--- src/rtl/align_pipe_pkg.sv ---
// Shared definitions for the FP add-path operand aligner: default operand
// format, significand layout and the unpacked operand record.
package align_pipe_pkg;

  localparam int FP_EXP_W  = 8;
  localparam int FP_FRAC_W = 23;
  localparam int GRS_W     = 3;
  localparam int SIG_W     = FP_FRAC_W + 1 + GRS_W;

  typedef struct packed {
    logic                 sign;
    logic [FP_EXP_W-1:0]  exp;
    logic [FP_FRAC_W-1:0] frac;
  } unpacked_op_t;

  // A zero exponent field encodes a subnormal, whose exponent is 1.
  function automatic logic [FP_EXP_W-1:0] eff_exp(input logic [FP_EXP_W-1:0] e);
    return (e == '0) ? FP_EXP_W'(1) : e;
  endfunction

endpackage

--- src/rtl/align_pipe_sticky_shift.sv ---
// Right shift that folds every shifted-out bit into the LSB (sticky) and
// collapses to a lone sticky bit once the shift clears the whole word.
module sticky_shift #(
  parameter int W    = 27,
  parameter int SH_W = 8
) (
  input  logic [W-1:0]    din,
  input  logic [SH_W-1:0] shift,
  output logic [W-1:0]    dout
);

  localparam int CMP_W = (SH_W > 32) ? SH_W : 32;

  logic [CMP_W-1:0] shift_ext;
  logic [W-1:0]     lost_mask;

  assign shift_ext = CMP_W'(shift);

  always_comb begin
    lost_mask = '0;
    dout      = '0;
    if (shift_ext >= CMP_W'(W)) begin
      dout = {{(W-1){1'b0}}, |din};
    end else begin
      lost_mask = ~({W{1'b1}} << shift);
      dout      = din >> shift;
      dout[0]   = dout[0] | (|(din & lost_mask));
    end
  end

endmodule

--- src/rtl/align_pipe.sv ---
// Two-stage significand aligner: stage 1 orders the operands by exponent,
// stage 2 right-shifts the smaller significand with guard/round/sticky.
module align_pipe
  import align_pipe_pkg::*;
#(
  parameter int EXP_W  = FP_EXP_W,
  parameter int FRAC_W = FP_FRAC_W
) (
  input  logic                    clk,
  input  logic                    rst_n,
  input  logic                    in_valid,
  output logic                    in_ready,
  input  logic                    a_sign,
  input  logic                    b_sign,
  input  logic [EXP_W-1:0]        a_exp,
  input  logic [EXP_W-1:0]        b_exp,
  input  logic [FRAC_W-1:0]       a_frac,
  input  logic [FRAC_W-1:0]       b_frac,
  output logic                    out_valid,
  input  logic                    out_ready,
  output logic                    big_sign,
  output logic                    small_sign,
  output logic [EXP_W-1:0]        big_exp,
  output logic [FRAC_W+GRS_W:0]   big_sig,
  output logic [FRAC_W+GRS_W:0]   small_sig,
  output logic                    swapped,
  output logic                    eff_sub
);

  localparam int SIG_LEN = FRAC_W + 1 + GRS_W;

  logic s1_valid, s2_valid, s1_adv, s2_adv;

  logic              a_hid, b_hid, swap;
  logic [EXP_W-1:0]  a_eexp, b_eexp;

  logic              s1_big_sign, s1_small_sign, s1_swap;
  logic              s1_big_hid, s1_small_hid;
  logic [EXP_W-1:0]  s1_big_exp, s1_shift;
  logic [FRAC_W-1:0] s1_big_frac, s1_small_frac;

  logic [SIG_LEN-1:0] big_ext, small_ext, small_aligned;

  // A stage may take new data when it is empty or its contents leave this edge.
  assign s2_adv    = !s2_valid || out_ready;
  assign s1_adv    = !s1_valid || s2_adv;
  assign in_ready  = s1_adv;
  assign out_valid = s2_valid;

  assign a_hid  = |a_exp;
  assign b_hid  = |b_exp;
  assign a_eexp = a_hid ? a_exp : EXP_W'(1);
  assign b_eexp = b_hid ? b_exp : EXP_W'(1);
  assign swap   = b_eexp > a_eexp;

  always_ff @(posedge clk or negedge rst_n) begin
    if (!rst_n) begin
      s1_valid <= 1'b0;
      s2_valid <= 1'b0;
    end else begin
      if (s1_adv) s1_valid <= in_valid;
      if (s2_adv) s2_valid <= s1_valid;
    end
  end

  always_ff @(posedge clk or negedge rst_n) begin
    if (!rst_n) begin
      s1_big_sign   <= 1'b0;
      s1_small_sign <= 1'b0;
      s1_swap       <= 1'b0;
      s1_big_hid    <= 1'b0;
      s1_small_hid  <= 1'b0;
      s1_big_exp    <= '0;
      s1_shift      <= '0;
      s1_big_frac   <= '0;
      s1_small_frac <= '0;
    end else if (s1_adv && in_valid) begin
      s1_swap       <= swap;
      s1_big_sign   <= swap ? b_sign : a_sign;
      s1_small_sign <= swap ? a_sign : b_sign;
      s1_big_hid    <= swap ? b_hid  : a_hid;
      s1_small_hid  <= swap ? a_hid  : b_hid;
      s1_big_exp    <= swap ? b_eexp : a_eexp;
      s1_big_frac   <= swap ? b_frac : a_frac;
      s1_small_frac <= swap ? a_frac : b_frac;
      s1_shift      <= swap ? (b_eexp - a_eexp) : (a_eexp - b_eexp);
    end
  end

  assign big_ext   = {s1_big_hid,   s1_big_frac,   GRS_W'(0)};
  assign small_ext = {s1_small_hid, s1_small_frac, GRS_W'(0)};

  sticky_shift #(
    .W    (SIG_LEN),
    .SH_W (EXP_W)
  ) u_sticky_shift (
    .din   (small_ext),
    .shift (s1_shift),
    .dout  (small_aligned)
  );

  // Output registers only move when stage 2 advances, so a stall holds them.
  always_ff @(posedge clk or negedge rst_n) begin
    if (!rst_n) begin
      big_sign   <= 1'b0;
      small_sign <= 1'b0;
      big_exp    <= '0;
      big_sig    <= '0;
      small_sig  <= '0;
      swapped    <= 1'b0;
      eff_sub    <= 1'b0;
    end else if (s2_adv && s1_valid) begin
      big_sign   <= s1_big_sign;
      small_sign <= s1_small_sign;
      big_exp    <= s1_big_exp;
      big_sig    <= big_ext;
      small_sig  <= small_aligned;
      swapped    <= s1_swap;
      eff_sub    <= s1_big_sign ^ s1_small_sign;
    end
  end

endmodule

--- config.mk ---
export PLATFORM = sky130hd
export DESIGN_NAME = align_pipe
export DESIGN_NICKNAME = d
export VERILOG_FILES = /design/src/rtl/align_pipe_pkg.sv /design/src/rtl/align_pipe_sticky_shift.sv /design/src/rtl/align_pipe.sv
export SDC_FILE = /design/constraint.sdc
export NUM_CORES = 1
export LEC_CHECK = 0
export BUFFER_PORTS_ARGS = -buffer_cell sky130_fd_sc_hd__buf_2
export CORE_MARGIN = 1.5
export CORE_UTILIZATION = 52
export DETAILED_ROUTE_END_ITERATION = 8
export PLACE_DENSITY_LB_ADDON = 0.25
export SYNTH_ARGS = -nofsm -noshare
export SYNTH_HDL_FRONTEND = slang
export SYNTH_SLANG_ARGS = --single-unit
--- constraint.sdc ---
create_clock -name clk -period 2 [get_ports clk]
set_input_delay 0.2 -clock clk [delete_from_list [all_inputs] [get_ports clk]]
set_output_delay 0.2 -clock clk [all_outputs]
set_load 0.01 [all_outputs]
==> impl_summary.txt, run 1 <==
----------------------------------------------------
[Run status]
  Run status ... finished, violations left
  Violations in the final reports ... negative setup slack

[Timing]
  Post-layout min period ... 2.597 ns
  Worst clock skew on the final layout ... 0.009493 ns
  Max Transition Viols Final ... 0
  Hold Fails Final Rpt ... 0
  Setup repair after global routing missed its margin ... true
  Top achievable clock speed ... 0.3850 GHz
  Tightest Pin Transition ... 0.5320 ns
  Share of the cycle needed by the critical path after routing ... 129.9%
  Max-slew headroom at the worst pin ... 64.53%
  PnR worst setup slack ... -0.5973 ns
  Finish-stage setup viols ... 71

[Global route]
  Top Usage Layer GRT ... met2
  Overall routing resource usage ... slightly above 30%
  Global-route wire length before repair ... 38,330 um
  Global Route met1 Usage ... 41.39%
  Maximum number of pins on one net before global-route repair ... 103
  Vias in the first global route ... 7,469
  Met2 demand-to-capacity share in global routing ... roughly 49%
  Antenna violations before repair ... 1
  Total global routing overflow ... 0
  Met3 Resource Use GR ... 5.441%

[Synth]
  Biggest area consumer among synthesized cells ... dfrtp_1
  Commonest register cell after synthesis ... dfrtp_1
  Post-synthesis sequential area ratio ... 41.62%
  Number of storage elements in the synthesis netlist ... 132
  Count of flip-flops with a built-in enable after synthesis ... 0
  Synth async-reset ratio ... 100.0%
  Top area cells in the synthesized netlist ... dfrtp_1, mux2i_1, nand2_1
  Number of distinct standard cells referenced by the synthesized netlist ... 73
  Area of the mapped netlist ... 7936 um2
  Mean post-synth cell area ... 8.978 um2
  Warnings, synthesis ... 0
  Gate count after technology mapping ... 884
  Area share of the largest cell type after synthesis ... 41.62%

[Place]
  Input/output buffers ... 132
  Routability cong. ... 0.9749
  Post-DP HPWL ... 16,190 um
  Standard cell area after detailed placement ... about 9500 um2

[Detailed routing]
  Final antenna-violating net count ... 0
  Count of TritonRoute iterations in the first routing pass ... 5
  Routed wirelength normalized by instance count ... 18.59 um
  Average vias per placed instance ... ~5.8
  1st-iter DRT viols ... 569
  Final routed wirelength across all metal layers ... 24,700 um
  Final routed DRC violation total ... 0
  Total via count in the routed design ... 7,678

[Finish]
  Multi-input combinational cell area ... approximately 4500 um2
  Sequential cell area in the final layout ... 3306 um2
  Count of filler cells inserted in the layout ... about 1,100
  Fraction of final layout cells sized beyond drive strength 1 ... 38.52%
  Number of antenna cells inserted ... 0
  Total Nets Final ... 1,217
  Post-route cell area ... 11,040 um2
  Utilization of the core after routing ... 75.13%
  Synthesis-to-finish area growth ... 39.15%

[Pwr]
  VDD IR-drop max ... 0.7220 mV
  Total power per unit cell area ... ~1000 nW/um2
  Leakage power of the design ... roughly 5.4 nW
  Total power after layout ... 0.01110 W

[Job]
  Max-capacitance violation count ... 0

[Worst setup path]
  Crit path kind ... in -> reg
  Worst endpoint data arrival time ... between 2 and 3 ns
  Slowest cell delay on critical path ... about 0.34 ns
  Critical path startpoint ... b_exp[5]
  Biggest fanout along the worst timing path ... 7
  Slowest cell on the critical path ... fa_2
  Cells along the critical path ... buf_8, nor4_4, nand2_1, nand2b_1, inv_2, ha_4, fa_2, nor2b_2, o2111ai_2, buf_4, a31o_4, buf_12, mux2i_2, xnor2_1, o21ai_1
  Data required time of the critical path ... 2.30 ns
  Type of element capturing the critical path ... flip-flop
  Sort of element at the start of the critical path ... input pin
  Slack of the worst reg-to-reg path ... -0.12 ns
  Reg-to-reg startpoint ... s1_shift[0]$_DFFE_PN0P_

[Min path]
  Hold path start ... in_valid
  Classification of the worst-slack hold path ... in -> reg

[CTS]
  Number of buffers created by CTS ... 17
  Maximum clock path buffer count ... 2
  Latest clock arrival within the worst-skew pair ... 0.43 ns
  Clock net sink count ... 132
  CTS tree ... yes
  Max H-tree Level ... 4
  Clock-pin slew on the worst setup and hold paths ... 0.06 ns
  Cell chosen for the clock root ... clkbuf_16

[Die]
  Die Width ... 126.5 um
  I/O Pins ... around 140
  Effective utilization at floorplan ... a little over half
  Area of the die ... 16,010 um2
  Core area ... 14,700 um2
  Die span in y ... 126.5 um
  Cell row count ... 44

----------------------------------------------------
## cells by family (layout without fill, tap and decap cells)
kind of cell | count (synthesis) | count (layout) | synth area share [%]
simple gates | 320 | 320 | 17.39
compound gates | 206 | 206 | 16.36
flops | 132 | 132 | 41.62
buf+inv | 103 | 362 | 6.637
mux | 101 | 101 | 14.63
fa+ha+maj | 17 | 17 | 2.869
xor+xnor | 4 | 4 | 0.4415
other cells | 1 | 3 | 0.04725
## report_power, final
| part | internal [W] | switching [W] |
|---|---|---|
| Sequential | 0.00314 | 0.000394 |
| Combinational | 0.00212 | 0.00242 |
| Clock | 0.00168 | 0.00135 |
## state kept, by name, summed over array words and instances (netlist names), 8 cells and up
signal and cells:
big_exp 8, s1_big_exp 8, s1_big_frac 23, small_sig 27, s1_shift 8, big_sig 24, s1_small_frac 23
## layer usage
| layer | share of wire (%) | up-vias |
|---|---|---|
| met5 | 0.032 | - |
| met4 | 3.3 | 2 |
| met3 | 5.6 | 67 |
| met2 | 48 | 302 |
| met1 | 43 | 3716 |
| li1 | - | 3591 |
## cell usage in the layout, fill, tap and decap left out, types with 8 or more instances in the layout
cell,Yosys,layout
buf_12,0,9
buf_6,3,25
nor2_1,30,23
nand3_1,10,9
buf_2,8,128
ha_1,15,13
a21oi_1,28,21
inv_1,24,23
nor3_1,10,10
dfrtp_1,132,130
buf_4,7,132
nand4_1,8,8
nand2_1,221,215
mux2i_2,0,19
mux4_2,6,10
o21ai_0,99,35
o21ai_1,0,61
a22o_1,11,11
clkbuf_16,0,18
mux2i_1,83,59
## worst max-delay path: cells and delay by family
kind                     cells  cell delay, ns
adder cells (fa/ha/maj)      2            0.50
AO/OA/AOI/OAI                3            0.54
multiplexers                 1            0.22
XOR/XNOR                     1            0.17
AND/OR/NAND/NOR              4            0.75
buffers and inverters        4            0.50
## what timing repair did
action / in CTS / in global routing
endpoints found under the hold margin: 45 / 0
resized for setup: 79 / 111
gates cloned: 5 / 1
hold buffers: 1 / 0
setup endpoints to repair: 87 / 88
setup buffers: 29 / 17
pin swaps: 20 / 36
## area by class of cell
type / instances / share of cell area (%)
Sequential cell: 132 / 29.93
Clock inverter: 14 / 1.201
Inverter: 25 / 0.8498
Tap cell: 184 / 2.085
Multi-Input combinational cell: 651 / 41.19
Timing Repair Buffer: 305 / 20.77
Clock buffer: 18 / 3.977
## final timing paths
| check | to | cells past startpoint |
|---|---|---|
| max | s1_shift[2]$_DFFE_PN0P_ | 15 |
| min | s1_valid$_DFFE_PN0N_ | 2 |
| max reg2reg | small_sig[0]$_DFFE_PN0P_ | 8 |
| min reg2reg | big_sig[5]$_DFFE_PN0P_ | 2 |
| max in group asynchronous | big_exp[0]$_DFFE_PN0P_ | 3 |
| min in group asynchronous | small_sig[26]$_DFFE_PN0P_ | 2 |
## synth_stat cells, types with 8 or more instances
| cell type | n |
|---|---|
| nand2_1 | 221 |
| dfrtp_1 | 132 |
| o21ai_0 | 99 |
| mux2i_1 | 83 |
| clkbuf_1 | 50 |
| nor2_1 | 30 |
| a21oi_1 | 28 |
| inv_1 | 24 |
| ha_1 | 15 |
| a22o_1 | 11 |
| nand3_1 | 10 |
| nor3_1 | 10 |
| nor4_1 | 9 |
| buf_2 | 8 |
| clkbuf_8 | 8 |
| mux2_2 | 8 |
| nand4_1 | 8 |
## stage by stage
stage	setup WS (ns)	hold slack [ns]	TNS, ns	cells
2_1_floorplan	-0.5749	-0.09559	-30.79	886
3_3_place_gp	-0.9109	0.1692	-51.26	1251
3_5_place_dp	-0.9452	0.1760	-54.85	1251
4_1_cts	-0.3979	0.01194	-18.81	1314
5_1_grt	-0.7564	0.01935	-39.86	1329
6_report	-0.5973	0.02029	-32.16	1329
Note: power is estimated with default switching activity, not from simulation.
==> run 2: changes to the inputs <==
--- a/config.mk
+++ b/config.mk
@@ -7,9 +7,11 @@
 export LEC_CHECK = 0
 export BUFFER_PORTS_ARGS = -buffer_cell sky130_fd_sc_hd__buf_2
 export CORE_MARGIN = 1.5
-export CORE_UTILIZATION = 52
+export CORE_UTILIZATION = 50
+export CTS_CLUSTER_DIAMETER = 30
 export DETAILED_ROUTE_END_ITERATION = 8
 export PLACE_DENSITY_LB_ADDON = 0.25
+export SKIP_CTS_REPAIR_TIMING = 1
 export SYNTH_ARGS = -nofsm -noshare
 export SYNTH_HDL_FRONTEND = slang
 export SYNTH_SLANG_ARGS = --single-unit
==> run 2 against run 1 <==
Clock skew about the same. Largest power group unchanged. Maximum frequency increased by 7.2%. Combinational power decreased by 4%. Hold slack improved by 0.0063 ns. Die area increased by 3.9%. Clock power increased by 2%. The run still ends with negative setup slack left. Wire length decreased by 4.8%. Critical path type unchanged. Critical path depth unchanged. Via count decreased by 3.5%.
==> impl_summary.txt, run 2 (same netlist as run 1, synthesis figures left out) <==
----------------------------------------------------
[Run status]
  Run status ... finished, violations left
  Violations in the final reports ... negative setup slack

[Worst setup path]
  Biggest fanout along the worst timing path ... 8 (+1)
  Reg-to-reg startpoint ... s1_shift[0]$_DFFE_PN0P_
  Slowest cell on the critical path ... fa_2
  Crit path kind ... in -> reg
  Cells along the critical path ... buf_2, nor4_4, nand2_1, nand2b_1, inv_2, ha_4, fa_2, nor2b_4, o2111ai_2, buf_4, a31oi_4, buf_6, buf_12, mux2i_1, o21ai_0
  Type of element capturing the critical path ... flip-flop
  Sort of element at the start of the critical path ... input pin
  Worst endpoint data arrival time ... 2.71 ns (-0.18 ns)
  Critical path startpoint ... b_exp[4]
  Data required time of the critical path ... 2.29 ns (about the same)
  Slowest cell delay on critical path ... 0.39 ns (+0.05 ns)

[Finish]
  Count of filler cells inserted in the layout ... 1,233 (+17%)
  Post-route cell area ... 10,790 um2 (-2.3%)
  Leading registers by flop count ... small_sig: 27 flops, big_sig: 24 flops
  Utilization of the core after routing ... 70.19% (-4.9 points)
  Top register by number of flip-flops ... small_sig
  Total Nets Final ... 1,200 (-1.4%)
  Number of antenna cells inserted ... 0 (unchanged)
  Number of flip-flops under the largest register name ... 27 (unchanged)
  Fraction of final layout cells sized beyond drive strength 1 ... 36.08% (-2.4 points)
  Finished Layout Cells ... 1,339 (+0.75%)
  Synthesis-to-finish area growth ... 35.95%
  Most common cell after layout, fill and taps aside ... nand2_1
  Most used cells in the layout excluding fill and tap cells ... nand2_1, dfrtp_1, buf_4

[Global route]
  Antenna violations before repair ... 0 (-1)
  Maximum number of pins on one net before global-route repair ... 108 (+4.9%)
  Total global routing overflow ... 0 (unchanged)
  Overall routing resource usage ... 28.26% (-2.2 points)
  Vias in the first global route ... 7,042 (-5.7%)
  Global-route wire length before repair ... 36,510 um (-4.7%)

[Pwr]
  Leakage power of the design ... 5.341 nW (-1.6%)
  VDD IR-drop max ... 0.6894 mV (-4.5%)
  Total power per unit cell area ... 1018 nW/um2 (+1.3%)
  Total power after layout ... 0.01099 W (-1.0%)

[Timing]
  Setup repair after global routing missed its margin ... true
  Max Transition Viols Final ... 0 (unchanged)
  Top achievable clock speed ... 0.4126 GHz (+7.2%)
  Finish-stage setup viols ... 76 (+7.0%)
  Worst clock skew on the final layout ... 0.009715 ns (+0.0002218 ns)
  Post-layout min period ... 2.424 ns (-0.1735 ns)
  Hold Fails Final Rpt ... 0 (unchanged)
  Share of the cycle needed by the critical path after routing ... 121.2% (-8.7 points)
  PnR worst setup slack ... -0.4238 ns (+0.1735 ns)

[Place]
  Post-DP HPWL ... 16,710 um (+3.2%)
  Routability cong. ... 0.9686 (-0.65%)
  Placed Cells incl. Taps ... 1,282 (+2.5%)
  Input/output buffers ... 132 (unchanged)
  Standard cell area after detailed placement ... 9588 um2 (+0.67%)
  Pre-CTS setup slack ... -0.9406 ns (+0.004578 ns)

[CTS]
  Clock net sink count ... 132 (unchanged)
  Cell chosen for the clock root ... clkbuf_16
  Clock-pin slew on the worst setup and hold paths ... 0.06 ns (about the same)
  Max H-tree Level ... 4 (unchanged)
  Maximum clock path buffer count ... 2 (unchanged)
  CTS tree ... yes
  Latest clock arrival within the worst-skew pair ... 0.43 ns (about the same)
  Number of buffers created by CTS ... 17 (unchanged)

[Detailed routing]
  Final routed wirelength across all metal layers ... 23,530 um (-4.8%)
  1st-iter DRT viols ... 619 (+8.8%)
  Routed wirelength normalized by instance count ... 17.57 um (-5.5%)
  Final antenna-violating net count ... 0 (unchanged)
  Average vias per placed instance ... 5.533 (-4.2%)
  Count of TritonRoute iterations in the first routing pass ... 5 (unchanged)
  Total via count in the routed design ... 7,409 (-3.5%)
  Final routed DRC violation total ... 0 (unchanged)

[Min path]
  Classification of the worst-slack hold path ... in -> reg
  Hold path start ... in_valid

[Die]
  Die span in y ... 129.0 um (+1.9%)
  Cell row count ... 45 (+2.3%)
  Effective utilization at floorplan ... 51.63% (-2.4 points)
  Core area ... 15,370 um2 (+4.6%)
  I/O Pins ... 136 (unchanged)
  Die Width ... 129.0 um (+1.9%)
  Area of the die ... 16,640 um2 (+3.9%)

[Job]
  Max-capacitance violation count ... 0 (unchanged)

----------------------------------------------------
## run 2: cell count changes in the layout (fill, tap and decap cells not counted), sizes merged, moves of 3 or more
cell | previous run | this run
inv | 35 | 31
buf | 302 | 283
clkbuf | 19 | 22
clkinv | 0 | 4
## run 2: where the power goes
group	switching [W]	leakage (nW)	internal [W]
sequential	0.000398	1.66	0.00315
combinational	0.00236	3.40	0.00201
clock	0.00130	0.281	0.00178
## run 2: worst max-delay path, delay by kind of cell
kind,cells,cell delay [ns]
adders and majority gates,2,0.55
muxes,1,0.20
and+or+nand+nor,4,0.64
AOI/OAI and AO/OA,3,0.43
buffers and inverters,5,0.69
## run 2: final cells by class
| type | instances | area [um2] | share of cell area (%) |
|---|---|---|---|
| Inverter | 25 | 97.59 | 0.9046 |
| Timing Repair Buffer | 288 | 2083 | 19.31 |
| Clock inverter | 14 | 140.1 | 1.299 |
| Multi-Input combinational cell | 651 | 4459 | 41.33 |
| Sequential cell | 132 | 3306 | 30.64 |
| Clock buffer | 18 | 439.2 | 4.071 |
| Tap cell | 211 | 264.0 | 2.447 |
## run 2: path summary, 6_finish.rpt
check	endpoint	slack, ns	cells after the start
setup / recovery	s1_small_frac[10]$_DFFE_PN0P_	-0.42	15
hold / removal	s1_valid$_DFFE_PN0N_	0.03	2
setup reg to reg	small_sig[0]$_DFFE_PN0P_	-0.14	9
hold reg to reg	big_sig[13]$_DFFE_PN0P_	0.47	2
max in group asynchronous	big_sig[5]$_DFFE_PN0P_	1.09	3
min in group asynchronous	out_valid$_DFFE_PN0P_	0.29	2
## run 2: per-layer routing
metal | track usage (%) | part of all wire (%) | up-vias
li1 | - | - | 3558
met1 | 38.76 | 45 | 3541
met2 | 44.20 | 47 | 261
met3 | 5.821 | 5.5 | 49
met4 | 10.91 | 3.1 | 0
met5 | 0 | 0 | -
## run 2: per-stage QoR
step           TNS [ns]  hold slack, ns
2_1_floorplan    -30.79        -0.09559
4_1_cts          -27.18         -0.2954
5_1_grt          -29.10         0.02565
6_report         -20.44         0.02655
3_5_place_dp     -55.43          0.1603
3_3_place_gp     -50.54          0.1611
